--- config.mk ---
export PLATFORM = sky130hd
export DESIGN_NAME = hs_sink_buf
export DESIGN_NICKNAME = d
export VERILOG_FILES = /design/src/rtl/hs_sink_buf.sv
export SDC_FILE = /design/constraint.sdc
export NUM_CORES = 1
export LEC_CHECK = 0
export CORE_MARGIN = 5
export CORE_UTILIZATION = 50
export CTS_CLUSTER_SIZE = 16
export DETAILED_ROUTE_END_ITERATION = 7
export PLACE_DENSITY = 0.79
export SLEW_MARGIN = 20
export SYNTH_ARGS = -nofsm -noshare
export SYNTH_HDL_FRONTEND = slang
export SYNTH_SLANG_ARGS = --single-unit
--- constraint.sdc ---
create_clock -name clk -period 3.5 [get_ports clk]
set_clock_uncertainty 0.2 [all_clocks]
set_input_delay 0.35 -clock clk [delete_from_list [all_inputs] [get_ports clk]]
set_output_delay 0.35 -clock clk [all_outputs]
set_load 0.05 [all_outputs]
--- src/rtl/hs_sink_buf.sv ---
// hs_sink_buf -- parametrised valid/ready terminal sink with drainable FIFO.
//
// Accepted beats (valid_i && ready_o) are written into a DEPTH-entry FIFO
// that is popped by drain_i. ready_o is registered and derived from the
// post-update occupancy and a per-mode gate, so overflow cannot occur.
//
// Parameters:
//   DATA_W    payload width
//   DEPTH     FIFO entries (power of two, >= 2)
//   MODE      ready gate: 0 = always, 1 = random_stall (registered), 2 = LFSR bit 0
//   LFSR_SEED nonzero reset value of the 16-bit LFSR
//
// Ports:
//   clk, rst_n          clock, asynchronous active-low reset
//   random_stall        external ready gate (MODE 1)
//   valid_i, data_i     upstream beat
//   ready_o             registered ready to upstream
//   drain_i             pop request
//   dout_o,dout_valid_o popped data, valid for one cycle
//   level_o             FIFO occupancy
//   beat_cnt_o          accepted beat count (wraps)
//   err_o, err_cnt_o    sticky sequence error and saturating error count
//
// Optional feature: define HS_SINK_CHECK_EN to compile in the sequence
// checker (each beat must equal previous beat + 1, first expected is 0).
// Without it err_o and err_cnt_o are tied to 0.

module hs_sink_buf #(
  parameter int          DATA_W    = 8,
  parameter int          DEPTH     = 4,
  parameter int          MODE      = 1,
  parameter logic [15:0] LFSR_SEED = 16'hACE1
) (
  input  logic                       clk,
  input  logic                       rst_n,
  input  logic                       random_stall,
  input  logic                       valid_i,
  input  logic [DATA_W-1:0]          data_i,
  output logic                       ready_o,
  input  logic                       drain_i,
  output logic [DATA_W-1:0]          dout_o,
  output logic                       dout_valid_o,
  output logic [$clog2(DEPTH):0]     level_o,
  output logic [31:0]                beat_cnt_o,
  output logic                       err_o,
  output logic [15:0]                err_cnt_o
);

  localparam int PTR_W = $clog2(DEPTH);
  localparam int LVL_W = PTR_W + 1;
  localparam logic [LVL_W-1:0] FULL_LVL = LVL_W'(DEPTH);

  function automatic logic [15:0] sat_inc16(input logic [15:0] v);
    return (v == 16'hFFFF) ? v : v + 16'd1;
  endfunction

  // Fibonacci LFSR, taps 16,14,13,11 in right-shift form.
  function automatic logic [15:0] lfsr_step(input logic [15:0] v);
    return {v[0] ^ v[2] ^ v[3] ^ v[5], v[15:1]};
  endfunction

  logic [DATA_W-1:0] mem [DEPTH];
  logic [PTR_W-1:0]  wr_ptr;
  logic [PTR_W-1:0]  rd_ptr;
  logic [15:0]       lfsr;

  logic              push;
  logic              pop;
  logic              gate;
  logic [LVL_W-1:0]  level_next;

  always_comb begin
    push       = valid_i & ready_o;
    pop        = drain_i & (level_o != '0);
    level_next = level_o + LVL_W'(push) - LVL_W'(pop);
    gate       = lfsr[0];
    if (MODE == 0)
      gate = 1'b1;
    else if (MODE == 1)
      gate = random_stall;
  end

  // Control, counters and output register.
  always_ff @(posedge clk or negedge rst_n) begin
    if (!rst_n) begin
      ready_o      <= 1'b0;
      dout_o       <= '0;
      dout_valid_o <= 1'b0;
      level_o      <= '0;
      beat_cnt_o   <= '0;
      wr_ptr       <= '0;
      rd_ptr       <= '0;
      lfsr         <= LFSR_SEED;
    end else begin
      lfsr         <= lfsr_step(lfsr);
      ready_o      <= (level_next < FULL_LVL) && gate;
      level_o      <= level_next;
      dout_valid_o <= pop;
      if (push) begin
        wr_ptr     <= wr_ptr + PTR_W'(1);
        beat_cnt_o <= beat_cnt_o + 32'd1;
      end
      if (pop) begin
        rd_ptr <= rd_ptr + PTR_W'(1);
        dout_o <= mem[rd_ptr];
      end
    end
  end

  // Storage needs no reset: contents are only read behind a valid level.
  always_ff @(posedge clk) begin
    if (push)
      mem[wr_ptr] <= data_i;
  end

`ifdef HS_SINK_CHECK_EN
  logic [DATA_W-1:0] expected;

  // Resync to data_i + 1 after every beat so one bad beat costs one error.
  always_ff @(posedge clk or negedge rst_n) begin
    if (!rst_n) begin
      expected  <= '0;
      err_o     <= 1'b0;
      err_cnt_o <= '0;
    end else if (push) begin
      expected <= data_i + DATA_W'(1);
      if (data_i != expected) begin
        err_o     <= 1'b1;
        err_cnt_o <= sat_inc16(err_cnt_o);
      end
    end
  end
`else
  assign err_o     = 1'b0;
  assign err_cnt_o = '0;
`endif

endmodule
### Word level (Yosys, flattened, before mapping)

Memories as Yosys holds them, arrays and structs flattened. A register that Yosys moved wholly into a read port is not among the register bits.
Cells that the tools add are included.

| operators by class | value |
|---|---|
| add/sub/neg operators | 5 |
| $mul | 0 |
| divide/modulo/power cells | 0 |
| $lt $le $gt $ge | 1 |
| equal/unequal tests | 0 |
| shift-type cells | 0 |
| muxes and demuxes | 2 |
| bitwise operators | 2 |
| reduce and logical (&&, ||, !) cells | 3 |

Operator list:

| kind | number |
|---|---|
| $add A32 B1 Y32 const B | 1 |
| $add A2 B1 Y2 const B | 2 |
| $add A3 B1 Y3 | 1 |
| $lt A3 B3 Y1 const B | 1 |
| $reduce_bool A3 Y1 | 1 |
| $sub A3 B1 Y3 | 1 |
| $and A1 B1 Y1 | 2 |
| $mux W1 | 2 |
| $logic_and A1 B1 Y1 | 1 |
| $logic_not A1 Y1 | 1 |

| word-level totals | value |
|---|---|
| register bits after elaboration | 41 |
| bits in latches | 0 |
| bits in writable memories | 32 |
| bits in read-only memories | 0 |
| input port bits | 13 |
| output and inout bits | 62 |
| logic and storage cells | 20 |
| memories kept | 1 |

Memory list:

| memory | depth | bits a word | rd ports | clocked after memory_dff | wr ports | line | text |
|---|---|---|---|---|---|---|---|
| mem | 4 | 8 | 1 | 1 | 1 | 62 | `logic [DATA_W-1:0] mem [DEPTH];` |

### Longest topological paths before layout

| depth | value |
|---|---|
| depth in word-level cells | 5 |
| depth in mapped cells | 11 |

### Worst setup path before layout

Ideal clock, no wire load.

| path | value |
|---|---|
| kind | register to register |
| start point | register level_o[1] |
| end point | register ready_o |
| arrival time | 2.620 ns |
| required time | 3.178 ns |
| setup slack | 0.558 ns |
| stages on the path, launching flop included | 11 |
| cells stage by stage | dfrtp_1 o31ai_2 inv_2 ha_1 inv_1 ha_1 inv_1 fa_1 xnor2_1 xnor2_1 nor2_1 |

| between the ends | value |
|---|---|
| longest elaborated chain between the ends | 5 |

Ends and longest elaborated chain:

| item | line | text |
|---|---|---|
| start, declared | 43 | `output logic [$clog2(DEPTH):0] level_o,` |
| start signal, assigned | 97 | `level_o <= level_next;` |
| $reduce_bool A3 Y1 | 74 | `pop = drain_i & (level_o != '0);` |
| $and A1 B1 Y1 | 74 |  |
| named net pop | 68 | `logic pop;` |
| $sub A3 B1 Y3 | 75 | `level_next = level_o + LVL_W'(push) - LVL_W'(pop);` |
| named net level_next[2] | 70 | `logic [LVL_W-1:0] level_next;` |
| $lt A3 B3 Y1 | 96 | `ready_o <= (level_next < FULL_LVL) && gate;` |
| $logic_and A1 B1 Y1 | 96 |  |
| end signal, assigned | 96 |  |
| end, declared | 39 | `output logic ready_o,` |

The timed path passes the listed nets, and every way through them passes these cells.
A chain may end at the register's enable or synchronous reset.

### Worst setup path in the final report

Same ends and word-level chain as after synthesis.

==> reports/qor.csv <==
metric;value;unit
status;finished, final reports clean;
drt_pre_antenna_iters;4;
port-buffer-count;57;
max_cap_viol_count;0;
root_buffer;clkbuf_8;
path_cells;o31ai_2 > inv_2 > ha_1 > inv_1 > ha_1 > inv_1 > fa_1 > xnor2_1 > xnor2_1 > nor2_1;
ys_ff_latch;81;
p_per_area;703.3;mW/mm^2
rsz0062_at_grt;false;
required;3.54;ns
yosysWarnings;0;
insertion_delay;0.35;ns
cts_resized;0;
finalInstanceArea;0.004289;mm^2
cts_tree;done;
yosysTopAreaCellShare;35.30;%
crit_type;flop to flop;
drive_gt1_share;12.23;%
io-pin-count;75;
grt_pass1_wl;10.53;mm
layout.nets;335;
cp_top_family;adder cells;
cts_made_buffers;9;
post-route-period-util;87.79;%
yosysUniqueCellTypes;30;
hpwl;4.532;mm
rrSetupSlack;0.43;ns
yosys-top-cells-count;dfrtp_1, xnor2_1, nand2_1;
grt_pass1_vias;2107;
track_usage;15.89;%
placed_area;0.004075;mm^2
worst_slew_pin_slew;0.7991;ns
fill_cells;530;
drcViolationCount;0;
detail-route-antenna-nets;0;
critPathBufInv;3;
syn_area;0.003473;mm^2
avgRoutedWirePerCell;15.27;um
die_y;93.35;um
min_path_type;flop to flop;
areaGrowthSynthToFinish;23.49;%
synth_edf_count;32;
cts_setup_buffers;0;
htreeDepth;3;
start_kind;flop;
start_util;51.12;%
grt_max_degree;50;
synth-async-reset-ratio;60.49;%
rows;30;
endpoint_kind;flop;
yosys.cell_count.top_type;dfrtp_1;
drt_wl_total;6.335;mm
die-area;0.008713;mm^2
synth_area_per_cell;13.89;um^2
cts.clk_slew.worst_paths;0.09;ns
p_leak;0.001742;uW
drt_first_iter_violations;78;
routabilityCongestion;0.8141;
cts_hold_buffers;0;
setup_viol;0;
slowest_stage;o31ai_2;
cts.path.max_buffers;2;
diodes;0;
synth_ff_type;dfrtp_1;
synth_cells;250;
slowest_delay;0.71;ns
hold_viol;0;
fp.dieW;93.35;um
critPathMaxFanout;11;
clkSinkCount;81;
ys_seq_area_share;62.97;%
tns;0;ns
cp_data_arrival_time;3.12;ns
synth_top_cell_by_area;dfrtp_1;
max_freq;0.3254;GHz
grt_remaining_overflow;0;
min_period;3.073;ns
slew_headroom;46.40;%
slew_viol_final;0;
design.core.area;0.006794;mm^2
avgViaCountPerCell;4.945;
antenna_found_initial;0;
ir_drop;0.5979;mV
vias;2052;
synthTopCellsByArea;dfrtp_1, edfxtp_1, xnor2_1, mux4_2, buf_4;
## placed cells by master (no fill, tap or decap), types with 4 or more instances in the layout
cell type / count
and3_1: 5
and3_2: 4
clkbuf_8: 9
clkdlybuf4s50_1: 56
clkinvlp_4: 4
conb_1: 17
dfrtp_1: 49
edfxtp_1: 32
ha_1: 7
inv_1: 9
mux4_2: 8
nand2_1: 34
nand3_1: 10
nand4_1: 13
nor2_1: 6
xnor2_1: 35
## final timing paths
check                                           startpoint                         end  depth (start not counted)
min in group asynchronous                            rst_n  beat_cnt_o[26]$_DFFE_PN0P_                          2
worst min-delay path            beat_cnt_o[31]$_DFFE_PN0P_  beat_cnt_o[31]$_DFFE_PN0P_                          1
max in group asynchronous                            rst_n   beat_cnt_o[2]$_DFFE_PN0P_                          2
worst max register to register        level_o[1]$_DFF_PN0_           ready_o$_DFF_PN0_                         10
worst max-delay path                  level_o[1]$_DFF_PN0_           ready_o$_DFF_PN0_                         10
worst min register to register  beat_cnt_o[31]$_DFFE_PN0P_  beat_cnt_o[31]$_DFFE_PN0P_                          1
## logic make-up after synthesis
kind of cell    after synthesis  synth area share [%]
fa+ha+maj                     8                 3.098
simple gates                 82                 13.51
other cells                   1                0.1080
flops                        81                 62.97
xor+xnor                     36                 9.078
mux                           9                 5.511
compound gates                2                0.5041
buf+inv                      31                 5.223
## state kept, by name, indices dropped and copies added (netlist names)
register and count:
mem 32, beat_cnt_o 32, dout_valid_o 1, ready_o 1, dout_o 8, wr_ptr 2
level_o 3, rd_ptr 2
## final cells by class
| type | instances | area (um^2) | share of cell area [%] |
|---|---|---|---|
| clock buffers | 9 | 123.9 | 2.888 |
| clock inverters | 7 | 77.57 | 1.809 |
| inverters | 10 | 37.54 | 0.8751 |
| multi-input cells | 154 | 1165 | 27.16 |
| flip-flops and latches | 81 | 2187 | 50.99 |
| well taps | 96 | 120.1 | 2.800 |
| repair buffers | 58 | 578.1 | 13.48 |
## per-stage QoR
stage	util (%)	setup WS, ns	power, uW	instances	hold WS [ns]
global placement	59.98	0.5322	2346	398	0.2619
finish	63.13	0.4273	3016	415	0.2797
global route	63.13	0.1945	3198	415	0.3044
CTS	62.95	0.3854	3052	414	0.02904
floorplan	-	0.5582	2045	266	-0.1456
detailed placement	59.98	0.3924	2373	398	0.2657
## where the power goes
group	internal [uW]	leakage, uW	switching [uW]
clock	334	0.0000885	345
combinational	383	0.000725	640
sequential	1140	0.000929	170
## routing by layer
| metal | routed length, um | track usage (%) | up-vias |
|---|---|---|---|
| met5 | 0 | 0 | - |
| met4 | 83 | 5.495 | 0 |
| met3 | 443 | 5.471 | 6 |
| met2 | 3055 | 24.78 | 62 |
| met1 | 2753 | 20.75 | 1020 |
| li1 | - | - | 964 |
(Power assumes the default switching activity.)
